### src/rtl/idu_pipe.sv
// idu_pipe: RV32I decode stage feeding a DEPTH-entry FIFO of decoded bundles.
// Compile-time option: define IDU_M_EXT_EN to decode RV32M (funct7=0x01 on OP).
// Decode is combinational on the IFU side; outputs come only from FIFO storage,
// so there is no combinational path from in_* to out_*.
module idu_pipe #(
  parameter int XLEN  = 32,
  parameter int PC_W  = 32,
  parameter int DEPTH = 2
) (
  input  logic                     clk,
  input  logic                     rst,
  input  logic                     in_valid,
  output logic                     in_ready,
  input  logic [31:0]              in_inst,
  input  logic [PC_W-1:0]          in_pc,
  input  logic                     flush,
  output logic                     out_valid,
  input  logic                     out_ready,
  output logic [PC_W-1:0]          out_pc,
  output logic [4:0]               out_rs1,
  output logic [4:0]               out_rs2,
  output logic [4:0]               out_rd,
  output logic [XLEN-1:0]          out_imm,
  output logic [4:0]               out_alu_op,
  output logic                     out_reg_wen,
  output logic                     out_mem_wen,
  output logic                     out_mem_ren,
  output logic                     out_use_imm,
  output logic                     out_branch,
  output logic                     out_jump,
  output logic                     out_is_jalr,
  output logic [2:0]               out_funct3,
  output logic                     out_ebreak,
  output logic                     out_illegal,
  output logic [$clog2(DEPTH):0]   occupancy
);

  localparam int PTR_W = (DEPTH > 1) ? $clog2(DEPTH) : 1;
  localparam int CNT_W = $clog2(DEPTH) + 1;

  localparam logic [6:0] OP_LUI = 7'b0110111, OP_AUIPC = 7'b0010111,
                         OP_JAL = 7'b1101111, OP_JALR  = 7'b1100111,
                         OP_BR  = 7'b1100011, OP_LOAD  = 7'b0000011,
                         OP_ST  = 7'b0100011, OP_IMM   = 7'b0010011,
                         OP_REG = 7'b0110011, OP_SYS   = 7'b1110011;

  localparam logic [4:0] ALU_ADD = 5'd0, ALU_SUB = 5'd1, ALU_AND = 5'd2, ALU_OR   = 5'd3,
                         ALU_XOR = 5'd4, ALU_SLL = 5'd5, ALU_SRL = 5'd6, ALU_SRA  = 5'd7,
                         ALU_SLT = 5'd8, ALU_SLTU = 5'd9;

  typedef struct packed {
    logic [PC_W-1:0] pc;
    logic [4:0]      rs1, rs2, rd;
    logic [XLEN-1:0] imm;
    logic [4:0]      alu_op;
    logic            reg_wen, mem_wen, mem_ren, use_imm, branch, jump, is_jalr;
    logic [2:0]      funct3;
    logic            ebreak, illegal;
  } bundle_t;

  // Shared funct3 -> ALU mapping for OP and OP-IMM (SUB/SRA patched by caller).
  function automatic logic [4:0] alu_base(input logic [2:0] f3);
    case (f3)
      3'b000:  alu_base = ALU_ADD;
      3'b001:  alu_base = ALU_SLL;
      3'b010:  alu_base = ALU_SLT;
      3'b011:  alu_base = ALU_SLTU;
      3'b100:  alu_base = ALU_XOR;
      3'b101:  alu_base = ALU_SRL;
      3'b110:  alu_base = ALU_OR;
      default: alu_base = ALU_AND;
    endcase
  endfunction

  bundle_t            dec;
  logic signed [31:0] imm32;
  logic               ill;
  logic [2:0]         f3;
  logic [6:0]         f7;

  assign f3 = in_inst[14:12];
  assign f7 = in_inst[31:25];

  // Decode the incoming word; illegal encodings keep their fields but lose all enables.
  always_comb begin
    dec        = '0;
    imm32      = '0;
    ill        = 1'b0;
    dec.pc     = in_pc;
    dec.rs1    = in_inst[19:15];
    dec.rs2    = in_inst[24:20];
    dec.rd     = in_inst[11:7];
    dec.funct3 = f3;
    dec.alu_op = ALU_ADD;
    case (in_inst[6:0])
      OP_LUI, OP_AUIPC: begin
        imm32 = {in_inst[31:12], 12'b0};
        dec.reg_wen = 1'b1; dec.use_imm = 1'b1;
      end
      OP_JAL: begin
        imm32 = {{12{in_inst[31]}}, in_inst[19:12], in_inst[20], in_inst[30:21], 1'b0};
        dec.reg_wen = 1'b1; dec.jump = 1'b1; dec.use_imm = 1'b1;
      end
      OP_JALR: begin
        imm32 = {{20{in_inst[31]}}, in_inst[31:20]};
        dec.reg_wen = 1'b1; dec.jump = 1'b1; dec.is_jalr = 1'b1; dec.use_imm = 1'b1;
        ill = (f3 != 3'b000);
      end
      OP_BR: begin
        imm32 = {{20{in_inst[31]}}, in_inst[7], in_inst[30:25], in_inst[11:8], 1'b0};
        dec.branch = 1'b1;
        case (f3)
          3'b000, 3'b001: dec.alu_op = ALU_SUB;
          3'b100, 3'b101: dec.alu_op = ALU_SLT;
          3'b110, 3'b111: dec.alu_op = ALU_SLTU;
          default:        ill = 1'b1;
        endcase
      end
      OP_LOAD: begin
        imm32 = {{20{in_inst[31]}}, in_inst[31:20]};
        dec.reg_wen = 1'b1; dec.mem_ren = 1'b1; dec.use_imm = 1'b1;
        ill = (f3 == 3'b011) || (f3 == 3'b110) || (f3 == 3'b111);
      end
      OP_ST: begin
        imm32 = {{20{in_inst[31]}}, in_inst[31:25], in_inst[11:7]};
        dec.mem_wen = 1'b1; dec.use_imm = 1'b1;
        ill = (f3 > 3'b010);
      end
      OP_IMM: begin
        imm32 = {{20{in_inst[31]}}, in_inst[31:20]};
        dec.reg_wen = 1'b1; dec.use_imm = 1'b1;
        dec.alu_op  = alu_base(f3);
        if (f3 == 3'b001) ill = (f7 != 7'h00);
        if (f3 == 3'b101) begin
          ill = (f7 != 7'h00) && (f7 != 7'h20);
          if (f7 == 7'h20) dec.alu_op = ALU_SRA;
        end
      end
      OP_REG: begin
        dec.reg_wen = 1'b1;
        if (f7 == 7'h01) begin
`ifdef IDU_M_EXT_EN
          dec.alu_op = 5'd10 + {2'b00, f3};
`else
          ill = 1'b1;
`endif
        end else if (f7 == 7'h00) begin
          dec.alu_op = alu_base(f3);
        end else if (f7 == 7'h20) begin
          if (f3 == 3'b000)      dec.alu_op = ALU_SUB;
          else if (f3 == 3'b101) dec.alu_op = ALU_SRA;
          else                   ill = 1'b1;
        end else begin
          ill = 1'b1;
        end
      end
      OP_SYS: begin
        imm32 = {{20{in_inst[31]}}, in_inst[31:20]};
        dec.use_imm = 1'b1;
        dec.ebreak  = (in_inst == 32'h0010_0073);
        ill = !((in_inst == 32'h0000_0073) || dec.ebreak);
      end
      default: ill = 1'b1;
    endcase
    dec.imm     = XLEN'(imm32);
    dec.illegal = ill;
    if (ill) begin
      dec.reg_wen = 1'b0; dec.mem_wen = 1'b0; dec.mem_ren = 1'b0;
      dec.branch  = 1'b0; dec.jump    = 1'b0; dec.is_jalr = 1'b0;
    end
  end

  bundle_t          mem_q [DEPTH];
  logic [PTR_W-1:0] wr_ptr_q, wr_ptr_d, rd_ptr_q, rd_ptr_d;
  logic [CNT_W-1:0] occ_q, occ_d;
  logic             push, pop;
  bundle_t          head;

  function automatic logic [PTR_W-1:0] ptr_inc(input logic [PTR_W-1:0] p);
    ptr_inc = (p == PTR_W'(DEPTH - 1)) ? '0 : p + 1'b1;
  endfunction

  assign in_ready  = !rst && !flush && (occ_q < CNT_W'(DEPTH));
  assign out_valid = (occ_q != '0);
  assign push      = in_valid && in_ready;
  assign pop       = out_valid && out_ready;
  assign occupancy = occ_q;

  // Next-state for pointers and count; flush empties the FIFO and blocks the enqueue.
  always_comb begin
    wr_ptr_d = wr_ptr_q;
    rd_ptr_d = rd_ptr_q;
    occ_d    = occ_q;
    if (flush) begin
      wr_ptr_d = '0;
      rd_ptr_d = '0;
      occ_d    = '0;
    end else begin
      if (push) wr_ptr_d = ptr_inc(wr_ptr_q);
      if (pop)  rd_ptr_d = ptr_inc(rd_ptr_q);
      if (push && !pop)      occ_d = occ_q + 1'b1;
      else if (pop && !push) occ_d = occ_q - 1'b1;
    end
  end

  // Control state; reset dominates flush.
  always_ff @(posedge clk) begin
    if (rst) begin
      wr_ptr_q <= '0;
      rd_ptr_q <= '0;
      occ_q    <= '0;
    end else begin
      wr_ptr_q <= wr_ptr_d;
      rd_ptr_q <= rd_ptr_d;
      occ_q    <= occ_d;
    end
  end

  // Bundle storage is data only; the count alone decides what is valid.
  always_ff @(posedge clk) begin
    if (push) mem_q[wr_ptr_q] <= dec;
  end

  assign head = out_valid ? mem_q[rd_ptr_q] : '0;

  assign out_pc      = head.pc;
  assign out_rs1     = head.rs1;
  assign out_rs2     = head.rs2;
  assign out_rd      = head.rd;
  assign out_imm     = head.imm;
  assign out_alu_op  = head.alu_op;
  assign out_reg_wen = head.reg_wen;
  assign out_mem_wen = head.mem_wen;
  assign out_mem_ren = head.mem_ren;
  assign out_use_imm = head.use_imm;
  assign out_branch  = head.branch;
  assign out_jump    = head.jump;
  assign out_is_jalr = head.is_jalr;
  assign out_funct3  = head.funct3;
  assign out_ebreak  = head.ebreak;
  assign out_illegal = head.illegal;

endmodule

### config.mk
export PLATFORM = sky130hd
export DESIGN_NAME = idu_pipe
export DESIGN_NICKNAME = d
export VERILOG_FILES = /design/src/rtl/idu_pipe.sv
export SDC_FILE = /design/constraint.sdc
export NUM_CORES = 1
export LEC_CHECK = 0
export CORE_ASPECT_RATIO = 0.6
export CORE_UTILIZATION = 35
export CTS_BUF_LIST = sky130_fd_sc_hd__clkbuf_4 sky130_fd_sc_hd__clkbuf_8 sky130_fd_sc_hd__clkbuf_16
export CTS_CLUSTER_DIAMETER = 80
export DETAILED_ROUTE_END_ITERATION = 12
export PLACE_DENSITY = 0.56
export SYNTH_ARGS = -nofsm -noshare
export SYNTH_HDL_FRONTEND = slang
export SYNTH_SLANG_ARGS = --single-unit
### constraint.sdc
create_clock -name clk -period 5.8 [get_ports clk]
set_input_delay 0.58 -clock clk [delete_from_list [all_inputs] [get_ports clk]]
set_output_delay 0.58 -clock clk [all_outputs]
set_load 0.005 [all_outputs]
Yosys cells after proc, flatten, opt, wreduce, memory -nomap -nowiden
Memory sizes are Yosys's and may differ from the RTL's. A register that Yosys moved wholly into a read port is not among the register bits.
Cells that the tools add are included.
{ "word_totals": {"inputBits": 69, "elab_cells": 103, "n_memories": 1, "ff_bits": 4, "mem_bits_rw": 192} }
{ "classes": {"add_sub_neg": 4, "reduce_logical": 32, "n_mux": 39, "n_eq_ne": 22, "magnitude_cmp": 2} }
{ "mem_list": {"columns": ["memory", "words", "word_bits", "read_ports", "rd_clocked_by_memory_dff", "wr", "line", "rtl"], "rows": [
  ["mem_q", 2, 96, 1, 1, 1, "173", "bundle_t mem_q [DEPTH];"]
]} }
{ "op_table": {"columns": ["cell", "count"], "rows": [
  ["case mux 32 bit (5 select lines)", 1],
  ["two-way mux 96 bit", 1],
  ["equality test 32 x 21 -> 1 bit, second input constant", 1],
  ["equality test 32 x 7 -> 1 bit, second input constant", 1],
  ["equality test 7 x 6 -> 1 bit, second input constant", 4],
  ["equality test 7 bit, second input constant", 4],
  ["case mux 4 bit (7 select lines)", 1],
  ["two-way mux 1 bit", 22],
  ["two-way mux 3 bit", 5],
  ["two-way mux 5 bit", 3],
  ["case mux 5 bit (3 select lines)", 1],
  ["equality test 7 x 5 -> 1 bit, second input constant", 2],
  ["equality test 3 bit, second input constant", 4],
  ["case mux 4 bit (3 select lines)", 1],
  ["OR reduction 2 bit", 6],
  ["case mux 1 bit (8 select lines)", 1],
  ["OR reduction 8 bit", 1],
  ["equality test 7 x 1 -> 1 bit, second input constant", 1],
  ["equality test 7 x 2 -> 1 bit, second input constant", 1],
  ["logical AND 1 bit", 7],
  ["logical NOT 7 bit", 1],
  ["!= test 7 x 6 -> 1 bit, second input constant", 1],
  ["nonzero test 7 bit", 1],
  ["OR reduction 7 bit", 1],
  ["17 further kinds", 27]
]} }

Longest topological paths before layout
{ "depth": {"ltp_word": 8, "depth_mapped": 8, "depth_no_buf": 8} }

Least setup slack after synthesis
OpenSTA, ideal clock, no wires.
{ "synth_path": {"path_type": "input -> register", "start": "input flush", "end": "memory mem_q[0][0] (netlist bit), enable pin", "path_slack_ns": 0.260, "stages": 3, "setup_time_ns": 0.550, "arrival_time_ns": 4.990, "n_path_buf": 0, "cell_sequence": "nor3_1 > nand2_1 > nor2_1"} }
{ "synth_between": {"elab_chain_len": 6} }
{ "synth_rtl": {"columns": ["element", "line", "rtl"], "rows": [
  ["start, declared", "16", "input logic flush,"],
  ["logical NOT 1 bit", "183", "assign in_ready = !rst && !flush && (occ_q < CNT_W'(DEPTH));"],
  ["logical AND 1 bit (2 in a row)", "183", null],
  ["logical AND 1 bit", "185", "assign push = in_valid && in_ready;"],
  ["two-way mux 1 bit", "221", "if (push) mem_q[wr_ptr_q] <= dec;"],
  ["two-way mux 1 bit (not written as such)", "221", null],
  ["end, declared", "173", null]
]} }
Every way passes these cells.

Worst setup path after layout
{ "layout_path": {"start": "register occ_q[1], in the netlist occupancy[1]", "end": "output out_imm[20]"} }
{ "layout_between": {"elab_chain_len": 2} }
{ "layout_rtl": {"columns": ["element", "line", "rtl"], "rows": [
  ["start, declared", "175", "logic [CNT_W-1:0] occ_q, occ_d;"],
  ["start signal, assigned", "211", "occ_q <= '0;"],
  ["start signal, assigned", "215", "occ_q <= occ_d;"],
  ["nonzero test 2 bit", "184", "assign out_valid = (occ_q != '0);"],
  ["two-way mux 96 bit", "224", "assign head = out_valid ? mem_q[rd_ptr_q] : '0;"],
  ["end, declared", "23", "output logic [XLEN-1:0] out_imm,"]
]} }
Every way passes these cells.

==> impl_metrics.json <==
{
  "status": "complete, no violations",
  "maxCapViolations": 0,
  "clk_latency_ps": 430,
  "crit_start": "occupancy[1]",
  "ir_drop_uv": 199,
  "grt_pass1_vias": 5262,
  "num_vias": 5393,
  "required_ps": 5220,
  "drc_errors": 0,
  "cts_setup_buffers": 0,
  "synth_nets": 666,
  "final-max-slew-violation-count": 0,
  "final_hold_viol_count": 0,
  "synth_top_family_by_area": "multiplexers",
  "ioPinCount": 169,
  "yosys.area_share.xor_xnor_pct": 0.729,
  "r2r_start": "occupancy[1]",
  "holdCritPathClass": "flop to flop",
  "power_density_nw_per_um2": 267,
  "layout_common_cells": "edfxtp_1 (190), clkdlybuf4s50_1 (167), nor2_1 (108)",
  "grt_overflow_total": 0,
  "clock-sinks": 195,
  "power_w": 0.00293,
  "pre_cts_ws_ps": 2460,
  "clk_pin_slew_ps": 70,
  "placed_area_um2": 10400,
  "ys_seq_elements": 195,
  "synthCells": 592,
  "yosys_warnings": 0,
  "layout.nets": 823,
  "drive_gt1_share_pct": 6.82,
  "synthSimpleGateAreaFrac_pct": 10.2,
  "drt_iter0_drc": 411,
  "p_leak_nw": 3.48,
  "dp_cells": 1045,
  "area_growth_pct": 30.5,
  "fin_crit_sh_pct": 60.2,
  "async_reset_ff_share_pct": 0,
  "via_per_inst": 5.01,
  "grt_first_pass_wirelength_um": 31200,
  "design_area_um2": 11000,
  "worstPathArrival_ps": 2910,
  "crit_type": "flop to output port",
  "root_buffer": "clkbuf_16",
  "synth-compound-area-share_pct": 5.24,
  "diodes": 0,
  "io_buffers": 167,
  "start_kind": "flop",
  "gr-usage-all-layers_pct": 17.0,
  "cts_buffers": 17,
  "gp_congestion": 0.954,
  "synth_area_per_cell_um2": 14.2,
  "synth_fa_ha_area_share_pct": 0.744,
  "fmax_ghz": 0.287,
  "antenna_found_initial": 0,
  "cts_hold_buffers": 0,
  "fin_ws_ps": 2310,
  "setup-tns-final_ps": 0,
  "worstMarginPinSlew_ps": 905,
  "htree_levels": 4,
  "ys.flop_type": "edfxtp_1",
  "instances_no_fill": 1077,
  "rsz0062_at_grt": "no",
  "die_x_um": 202,
  "grt_max_degree": 96,
  "std_cell_rows": 43,
  "die_h_um": 122,
  "core_um2": 23300,
  "min_period_ps": 3490,
  "routed_wl_um": 20600,
  "hpwl_um": 13900,
  "ant_nets": 0,
  "yosysSeqAreaShare_pct": 69.0,
  "finClkSkew_ps": 10.3,
  "cts_tree": "built",
  "start_util_pct": 36.0,
  "max-clock-path-buffers": 2,
  "setup_viol": 0,
  "yosys-mux-area-fraction_pct": 11.8,
  "dieArea_um2": 24700,
  "max-slew-margin-rel_pct": 39.6,
  "cp-end-kind": "output port",
  "synth_edf_count": 190,
  "layout_commonest_cell": "edfxtp_1",
  "syn-cell-area_um2": 8410,
  "dr.pass1.iters": 5,
  "cts_resized": 0,
  "cp_max_fo": 61,
  "ys_types": 58,
  "fill_cells": 2092,
  "wl_per_cell_um": 19.1,
  "worstHoldStart": "rd_ptr_q"
}
routing by layer:
layer	GRT usage (%)	part of all wire, %	vias to the layer above
met5	0	0	-
met4	5.22	1.1	0
met3	3.72	5.9	14
met2	24.2	43	169
met1	25.6	50	2684
li1	-	-	2526
final cells by class:
type	instances	area [um2]	share of cell area [%]
Sequential cell	195	5810	52.9
Multi-Input combinational cell	354	2440	22.3
Timing Repair Buffer	174	1740	15.8
Clock buffer	21	455	4.15
Tap cell	315	394	3.59
Clock inverter	11	108	0.981
Inverter	7	26.3	0.239
per-stage QoR:
step                util, %  hold WS (ps)
floorplan                 -           520
global placement       44.6           540
detailed placement     44.6           568
CTS                    47.0           576
global route           47.0           656
finish                 47.0           589
worst paths after layout:
kind / end / slack, ps / depth (start not counted)
worst max register to register: mem_q[1][14] / 3240 / 3
worst min-delay path: rd_ptr_q / 590 / 2
worst max-delay path: out_imm[20] / 2310 / 4
worst min register to register: rd_ptr_q / 590 / 2
report_power, final:
group	switching, W	internal [W]
registers	0.00000713	0.00156
clock network	0.000516	0.000617
logic	0.000120	0.000113
total	0.000643	0.00229
cells in the mapped netlist (2+ instances only):
master | n | area share [%]
a2111oi_0 | 3 | 0.31
a21boi_0 | 3 | 0.27
a21o_1 | 13 | 1.2
a21oi_1 | 2 | 0.12
a221o_1 | 2 | 0.24
a22o_1 | 4 | 0.42
a31o_2 | 2 | 0.21
a31oi_1 | 2 | 0.15
and2_1 | 8 | 0.60
and3_1 | 5 | 0.37
and4_1 | 2 | 0.21
buf_1 | 9 | 0.40
buf_2 | 7 | 0.42
clkbuf_1 | 18 | 0.80
dfxtp_1 | 5 | 1.2
edfxtp_1 | 190 | 68
ha_1 | 5 | 0.74
inv_1 | 7 | 0.31
mux2i_1 | 96 | 11
nand2_1 | 9 | 0.40
nand2b_1 | 4 | 0.30
nand3_1 | 5 | 0.30
nand3b_1 | 2 | 0.18
nor2_1 | 110 | 4.9
nor3_1 | 11 | 0.65
nor4_1 | 8 | 0.60
o2111ai_1 | 2 | 0.21
o21ai_0 | 22 | 1.3
o31ai_1 | 2 | 0.18
xnor2_1 | 2 | 0.21
xor2_1 | 5 | 0.52
worst max-delay path, stage by stage, from the launching register on:
cell and delay [ps]:
dfxtp_1 380, nor2_4 680, buf_4 660, nor2_1 190
clkdlybuf4s50_1 500
sequential cells by signal (all words and copies together), names as in the netlist, named ones only:
name,count
mem_q,190
occupancy,2
rd_ptr_q,1
wr_ptr_q,1
cells by family (layout without fill, tap and decap cells):
kind of cell	count (synthesis)	after routing
other cells	1	1
buf+inv	43	213
compound gates	63	63
flops	195	195
xor+xnor	7	7
mux	98	98
fa+ha+maj	5	5
simple gates	180	180
No activity file was read; power rests on OpenSTA's default activity.
